[config.mk]
export PLATFORM = sky130hd
export DESIGN_NAME = pipe_collision_check
export DESIGN_NICKNAME = d
export VERILOG_FILES = /design/src/rtl/flappy_pkg.sv /design/src/rtl/gap_rom.sv /design/src/rtl/pipe_collision_check.sv
export SDC_FILE = /design/constraint.sdc
export NUM_CORES = 1
export LEC_CHECK = 0
export CAP_MARGIN = 0
export CELL_PAD_IN_SITES_DETAIL_PLACEMENT = 0
export CELL_PAD_IN_SITES_GLOBAL_PLACEMENT = 1
export CORE_ASPECT_RATIO = 1.5
export CORE_MARGIN = 3
export CORE_UTILIZATION = 41
export CTS_CLUSTER_DIAMETER = 40
export DETAILED_ROUTE_END_ITERATION = 8
export HOLD_SLACK_MARGIN = 0.03
export PLACE_DENSITY = 0.92
export REMOVE_ABC_BUFFERS = 1
export SYNTH_ARGS = -nofsm -noshare
export SYNTH_HDL_FRONTEND = slang
export SYNTH_HIERARCHICAL = 1
export SYNTH_SLANG_ARGS = --single-unit
[constraint.sdc]
create_clock -name clk -period 3.9 [get_ports clk]
set_input_delay 0.39 -clock clk [delete_from_list [all_inputs] [get_ports clk]]
set_output_delay 0.39 -clock clk [all_outputs]
set_load 0.1 [all_outputs]
[src/rtl/flappy_pkg.sv]
// Shared constants for the flappy game blocks: FSM state encoding,
// screen geometry and crash-cause codes.
package flappy_pkg;

  // One-hot state encoding {QHit, QRun, QIdle}
  typedef enum logic [2:0] {
    QIDLE = 3'b001,
    QRUN  = 3'b010,
    QHIT  = 3'b100
  } state_e;

  // Screen geometry, held at 11 bits so sums never wrap
  localparam logic [10:0] SCREEN_W     = 11'd640;
  localparam logic [10:0] GROUND_ROW   = 11'd440;

  // Crash cause codes
  localparam logic [1:0]  CT_NONE      = 2'b00;
  localparam logic [1:0]  CT_PIPE      = 2'b01;
  localparam logic [1:0]  CT_GROUND    = 2'b10;
  localparam logic [1:0]  CT_BOTH      = 2'b11;

endpackage

[src/rtl/gap_rom.sv]
// 4-entry gap-top lookup, indexed by pipe number. Shared with the renderer.
module gap_rom #(
  parameter logic [9:0] GAP_Y0 = 10'd100,
  parameter logic [9:0] GAP_Y1 = 10'd200,
  parameter logic [9:0] GAP_Y2 = 10'd60,
  parameter logic [9:0] GAP_Y3 = 10'd260
) (
  input  logic [1:0] idx_i,
  output logic [9:0] gap_o
);

  // Pure combinational table lookup
  always_comb begin
    gap_o = GAP_Y0;
    case (idx_i)
      2'd0:    gap_o = GAP_Y0;
      2'd1:    gap_o = GAP_Y1;
      2'd2:    gap_o = GAP_Y2;
      2'd3:    gap_o = GAP_Y3;
      default: gap_o = GAP_Y0;
    endcase
  end

endmodule

[src/rtl/pipe_collision_check.sv]
// Bird-vs-pipe and bird-vs-ground collision checker. Two pipeline stages
// (capture on Tick, then compare) feed a one-hot Idle/Run/Hit FSM whose Stop
// output freezes the pipe store until the game FSM acknowledges the crash.
module pipe_collision_check
  import flappy_pkg::*;
#(
  parameter int BIRD_X   = 300,
  parameter int BIRD_W   = 20,
  parameter int BIRD_H   = 20,
  parameter int PIPE_W   = 80,
  parameter int GAP_H    = 120,
  parameter int GROUND_Y = 440,
  parameter logic [9:0] GAP_Y0 = 10'd100,
  parameter logic [9:0] GAP_Y1 = 10'd200,
  parameter logic [9:0] GAP_Y2 = 10'd60,
  parameter logic [9:0] GAP_Y3 = 10'd260
) (
  input  logic       clk,
  input  logic       reset,
  input  logic       Start,
  input  logic       Ack,
  input  logic       Tick,
  input  logic [9:0] Pipe_X,
  input  logic [1:0] Pipe_Idx,
  input  logic [9:0] Bird_Y,
  output logic       Stop,
  output logic [1:0] Crash_Type,
  output logic [9:0] Gap_Y,
  output logic       Q_Idle,
  output logic       Q_Run,
  output logic       Q_Hit
);

  // Geometry at 11 bits: every sum below fits without wrapping
  localparam logic [10:0] BIRD_L  = 11'(BIRD_X);
  localparam logic [10:0] BIRD_R  = 11'(BIRD_X + BIRD_W);
  localparam logic [10:0] BH      = 11'(BIRD_H);
  localparam logic [10:0] PW      = 11'(PIPE_W);
  localparam logic [10:0] GH      = 11'(GAP_H);
  localparam logic [10:0] GND     = 11'(GROUND_Y);

  state_e      state_q, state_d;
  logic        stop_q, stop_d;
  logic [1:0]  crash_q, crash_d;

  // Stage 1: captured geometry
  logic        v1_q, v1_d;
  logic [9:0]  px1_q, px1_d;
  logic [9:0]  gap1_q, gap1_d;
  logic [9:0]  by1_q, by1_d;

  // Stage 2: registered hit flags
  logic        v2_q, v2_d;
  logic        phit_q, phit_d;
  logic        ghit_q, ghit_d;

  // Combinational hit evaluation on stage-1 data
  logic [10:0] px_s, by_s, gap_s, by_bot_s, gap_bot_s, px_r_s;
  logic        overlap_s, pipe_hit_s, ground_hit_s;

  gap_rom #(
    .GAP_Y0 (GAP_Y0),
    .GAP_Y1 (GAP_Y1),
    .GAP_Y2 (GAP_Y2),
    .GAP_Y3 (GAP_Y3)
  ) u_gap_rom (
    .idx_i (Pipe_Idx),
    .gap_o (Gap_Y)
  );

  // Collision geometry on the captured stage-1 values; wrapped X (>= 640) never overlaps
  always_comb begin
    px_s         = {1'b0, px1_q};
    by_s         = {1'b0, by1_q};
    gap_s        = {1'b0, gap1_q};
    px_r_s       = px_s + PW;
    by_bot_s     = by_s + BH;
    gap_bot_s    = gap_s + GH;
    overlap_s    = (px_s < SCREEN_W) && (px_s < BIRD_R) && (px_r_s > BIRD_L);
    pipe_hit_s   = overlap_s && ((by_s < gap_s) || (by_bot_s > gap_bot_s));
    ground_hit_s = (by_bot_s > GND);
  end

  // Next-state, pipeline advance and crash latching
  always_comb begin
    state_d = state_q;
    stop_d  = 1'b0;
    crash_d = crash_q;
    v1_d    = 1'b0;
    px1_d   = px1_q;
    gap1_d  = gap1_q;
    by1_d   = by1_q;
    v2_d    = 1'b0;
    phit_d  = phit_q;
    ghit_d  = ghit_q;
    case (state_q)
      QIDLE: begin
        crash_d = CT_NONE;
        if (Start) begin
          state_d = QRUN;
        end else begin
          state_d = QIDLE;
        end
      end
      QRUN: begin
        if (Tick) begin
          v1_d   = 1'b1;
          px1_d  = Pipe_X;
          gap1_d = Gap_Y;
          by1_d  = Bird_Y;
        end else begin
          v1_d   = 1'b0;
        end
        v2_d = v1_q;
        if (v1_q) begin
          phit_d = pipe_hit_s;
          ghit_d = ground_hit_s;
        end else begin
          phit_d = phit_q;
          ghit_d = ghit_q;
        end
        if (v2_q && (phit_q || ghit_q)) begin
          state_d = QHIT;
          stop_d  = 1'b1;
          crash_d = {ghit_q, phit_q};
        end else begin
          state_d = QRUN;
        end
      end
      QHIT: begin
        // Pipeline is ignored here, so in-flight results are dropped
        if (Ack) begin
          state_d = QIDLE;
          stop_d  = 1'b0;
        end else begin
          state_d = QHIT;
          stop_d  = 1'b1;
        end
      end
      default: begin
        state_d = QIDLE;
        crash_d = CT_NONE;
      end
    endcase
  end

  // State, pipeline and output registers with synchronous reset
  always_ff @(posedge clk) begin
    if (reset) begin
      state_q <= QIDLE;
      stop_q  <= 1'b0;
      crash_q <= CT_NONE;
      v1_q    <= 1'b0;
      px1_q   <= 10'd0;
      gap1_q  <= 10'd0;
      by1_q   <= 10'd0;
      v2_q    <= 1'b0;
      phit_q  <= 1'b0;
      ghit_q  <= 1'b0;
    end else begin
      state_q <= state_d;
      stop_q  <= stop_d;
      crash_q <= crash_d;
      v1_q    <= v1_d;
      px1_q   <= px1_d;
      gap1_q  <= gap1_d;
      by1_q   <= by1_d;
      v2_q    <= v2_d;
      phit_q  <= phit_d;
      ghit_q  <= ghit_d;
    end
  end

  assign Stop       = stop_q;
  assign Crash_Type = crash_q;
  assign Q_Idle     = (state_q == QIDLE);
  assign Q_Run      = (state_q == QRUN);
  assign Q_Hit      = (state_q == QHIT);

endmodule

==> results.txt <==
H-tree Lvls: 2
final slew viol count: 0
status: finished clean
Reg clk slew, reported paths: 0.08 ns
RSZ-0062 raised after global routing: no
Via Count: 2070
initial antenna violation count: 0
Mean Syn Cell Area: 7.81 µm²
leakage: 0.00107 µW
total gr overflow: 0
Chip Width: 67.7 µm
Clock Skew: 0.00649 ns
largest net degree at the start of global routing: 32
vias in the first global route: 1978
Cell Area, Synth: 2340 µm²
Root Driver: clkbuf_8
ant diodes: 0
slew margin rel.: 28.0%
Die Height: 98.6 µm
Setup-failing EPs final: 0
row count: 33
CTS hold repair buffers: 0
drt wl/cell: 12.4 µm
post-CTS sizing: 0
CP max FO: 4
worst path arrival time: 2.44 ns
CP Launch Point: Pipe_Idx[0]
Yosys top cell area share: 34.2%
post-route antenna net violation count: 0
CTS max path bufs: 2
maximum VDD drop: 282 µV
Core Box Area: 5490 µm²
final hold violations: 0
share of layout cells above drive strength 1: 6.23%
TritonCTS Buffers: 5
min-delay src: gap1_q[1]$_SDFFE_PP0P_
clk sinks: 40
Worst R2R Start: gap1_q[3]$_SDFFE_PP0P_
post-synth cell types: 41
CTS tree: yes
residual DRC count: 0
leading area contributor after synthesis: dfxtp_1
Worst-Margin Slew: 1.08 ns
initial DRC count: 58
Syn Inst Count: 300
Min Clock Period, post-route: 2.83 ns
Overall Global Routing Usage: 16.3%
gpl congestion: 0.828
pwr dens: 320 nW/µm²
max-cap viol count: 0
num ports: 43
Crit Path Category: input pin to output port
first-pass iteration count of the detailed router: 4
sequential cell area fraction in the yosys report: 34.2%
Yosys warning count: 6
layout overhead on the synthesized area: 22.5%
clock latency on the worst-skew pair: 0.29 ns
Die ar.: 6670 µm²
global-route wire length before repair: 8.51 mm
Initial Util: 42.7%
final worst-path cycle share: 72.7%
fillers: 531
top post-synthesis cells by area: dfxtp_1 34%, ha_1 15%, nand2_1 11%
final cell utilization of the core: 52.3%
via/cell ratio: 5.09
type of the worst min-delay path: flop to flop
Critical Path Sink Type: output port
post-DP HPWL: 3.87 mm
Fmax: 353 MHz
Critical Path Source Type: input pin
setup bufs post-CTS: 0
# nets final: 391
CP required: 3.51 ns
# port buffers: 39
Setup TNS Final: 0 ns
total wire length: 5.04 mm
synthesized flop and latch total: 40
worst max-delay path, stage by stage:
cell	delay, ns
clkdlybuf4s50_1	0.53
inv_1	0.08
ha_1	0.22
or2_1	0.24
clkdlybuf4s50_1	0.97
cells by family after synthesis:
group                    share of synthesized area [%]
adder cells (fa/ha/maj)                           15.0
other                                            0.160
XOR/XNOR                                          4.49
flip-flops                                        34.2
buffers and inverters                             6.09
multiplexers                                     0.427
AO/OA/AOI/OAI                                     17.0
AND/OR/NAND/NOR                                   22.7
layer usage:
layer	global-route usage (%)	vias to the layer above	wire (µm)
li1	-	1076	-
met1	17.4	957	1950
met2	30.8	33	2850
met3	3.42	4	175
met4	4.69	0	58
met5	0	-	0
stage by stage:
step	instance area (µm²)	worst slack [ns]	hold slack, ns	power, µW	cells
2_1_floorplan	2280	0.713	0.430	517	289
3_3_place_gp	2750	1.10	0.444	568	399
3_5_place_dp	2750	1.06	0.449	569	399
4_1_cts	2870	1.06	0.461	927	407
5_1_grt	2870	0.971	0.479	954	407
6_report	2870	1.07	0.458	918	407
sequential cells by signal (all words and copies together) (netlist names):
register,cells
ghit_q,1
Crash_Type,2
px1_q,10
by1_q,10
phit_q,1
gap1_q,10
v1_q,1
Stop,1
v2_q,1
state_q,3
area by class of cell:
cell class | instances | area, µm² | area share, %
Clock inverter | 2 | 38.8 | 1.35
Sequential cell | 40 | 801 | 27.9
Multi-Input combinational cell | 230 | 1410 | 49.0
Tap cell | 70 | 87.6 | 3.05
Inverter | 19 | 71.3 | 2.48
Timing Repair Buffer | 40 | 383 | 13.3
Clock buffer | 6 | 82.6 | 2.88
final timing paths:
| path | end | slack (ns) | cells after the start |
|---|---|---|---|
| min | gap1_q[1]$_SDFFE_PP0P_ | 0.46 | 2 |
| min reg2reg | gap1_q[1]$_SDFFE_PP0P_ | 0.46 | 2 |
| max reg2reg | phit_q$_SDFFE_PP0P_ | 1.75 | 11 |
| max | Gap_Y[5] | 1.07 | 5 |
synthesized netlist by cell type, drive strengths merged:
cell type / number
a32oi: 2
nor3b: 3
and2: 1
dfxtp: 40
o211ai: 1
nand2b: 5
or2: 2
a211oi: 2
nand3: 5
a2bb2oi: 1
inv: 19
nand2: 72
buf: 6
nand4: 4
nor2: 14
xnor2: 10
xor2: 2
a21o: 1
nor2b: 1
mux2i: 1
clkbuf: 7
a31o: 1
o22ai: 1
conb: 1
a21oi: 44
o21a: 1
o21bai: 1
a31oi: 2
a311oi: 1
o2111ai: 1
a2111o: 1
o21ba: 1
nor3: 8
nor4b: 1
ha: 28
nor4: 1
o21ai: 8
cells in the final DEF, fill, tap and decap left out, drive strengths merged, types with 2 or more instances in the layout:
master         instances
a211oi                 2
a21oi                 44
a31oi                  2
a32oi                  2
buf                    7
clkbuf                 6
clkdlybuf4s50         33
conb                   3
dfxtp                 40
ha                    28
inv                   19
nand2                 72
nand2b                 5
nand3                  5
nand4                  4
nor2                  14
nor3                   8
nor3b                  3
o21ai                  8
or2                    2
xnor2                 10
xor2                   2
power by group:
part           total (µW)  internal, µW  switching, µW
Combinational         141          47.6           93.6
Clock                 359           209            149
Sequential            418           413           5.32
Total                 918           669            248
No activity file was read; power rests on OpenSTA's default activity.
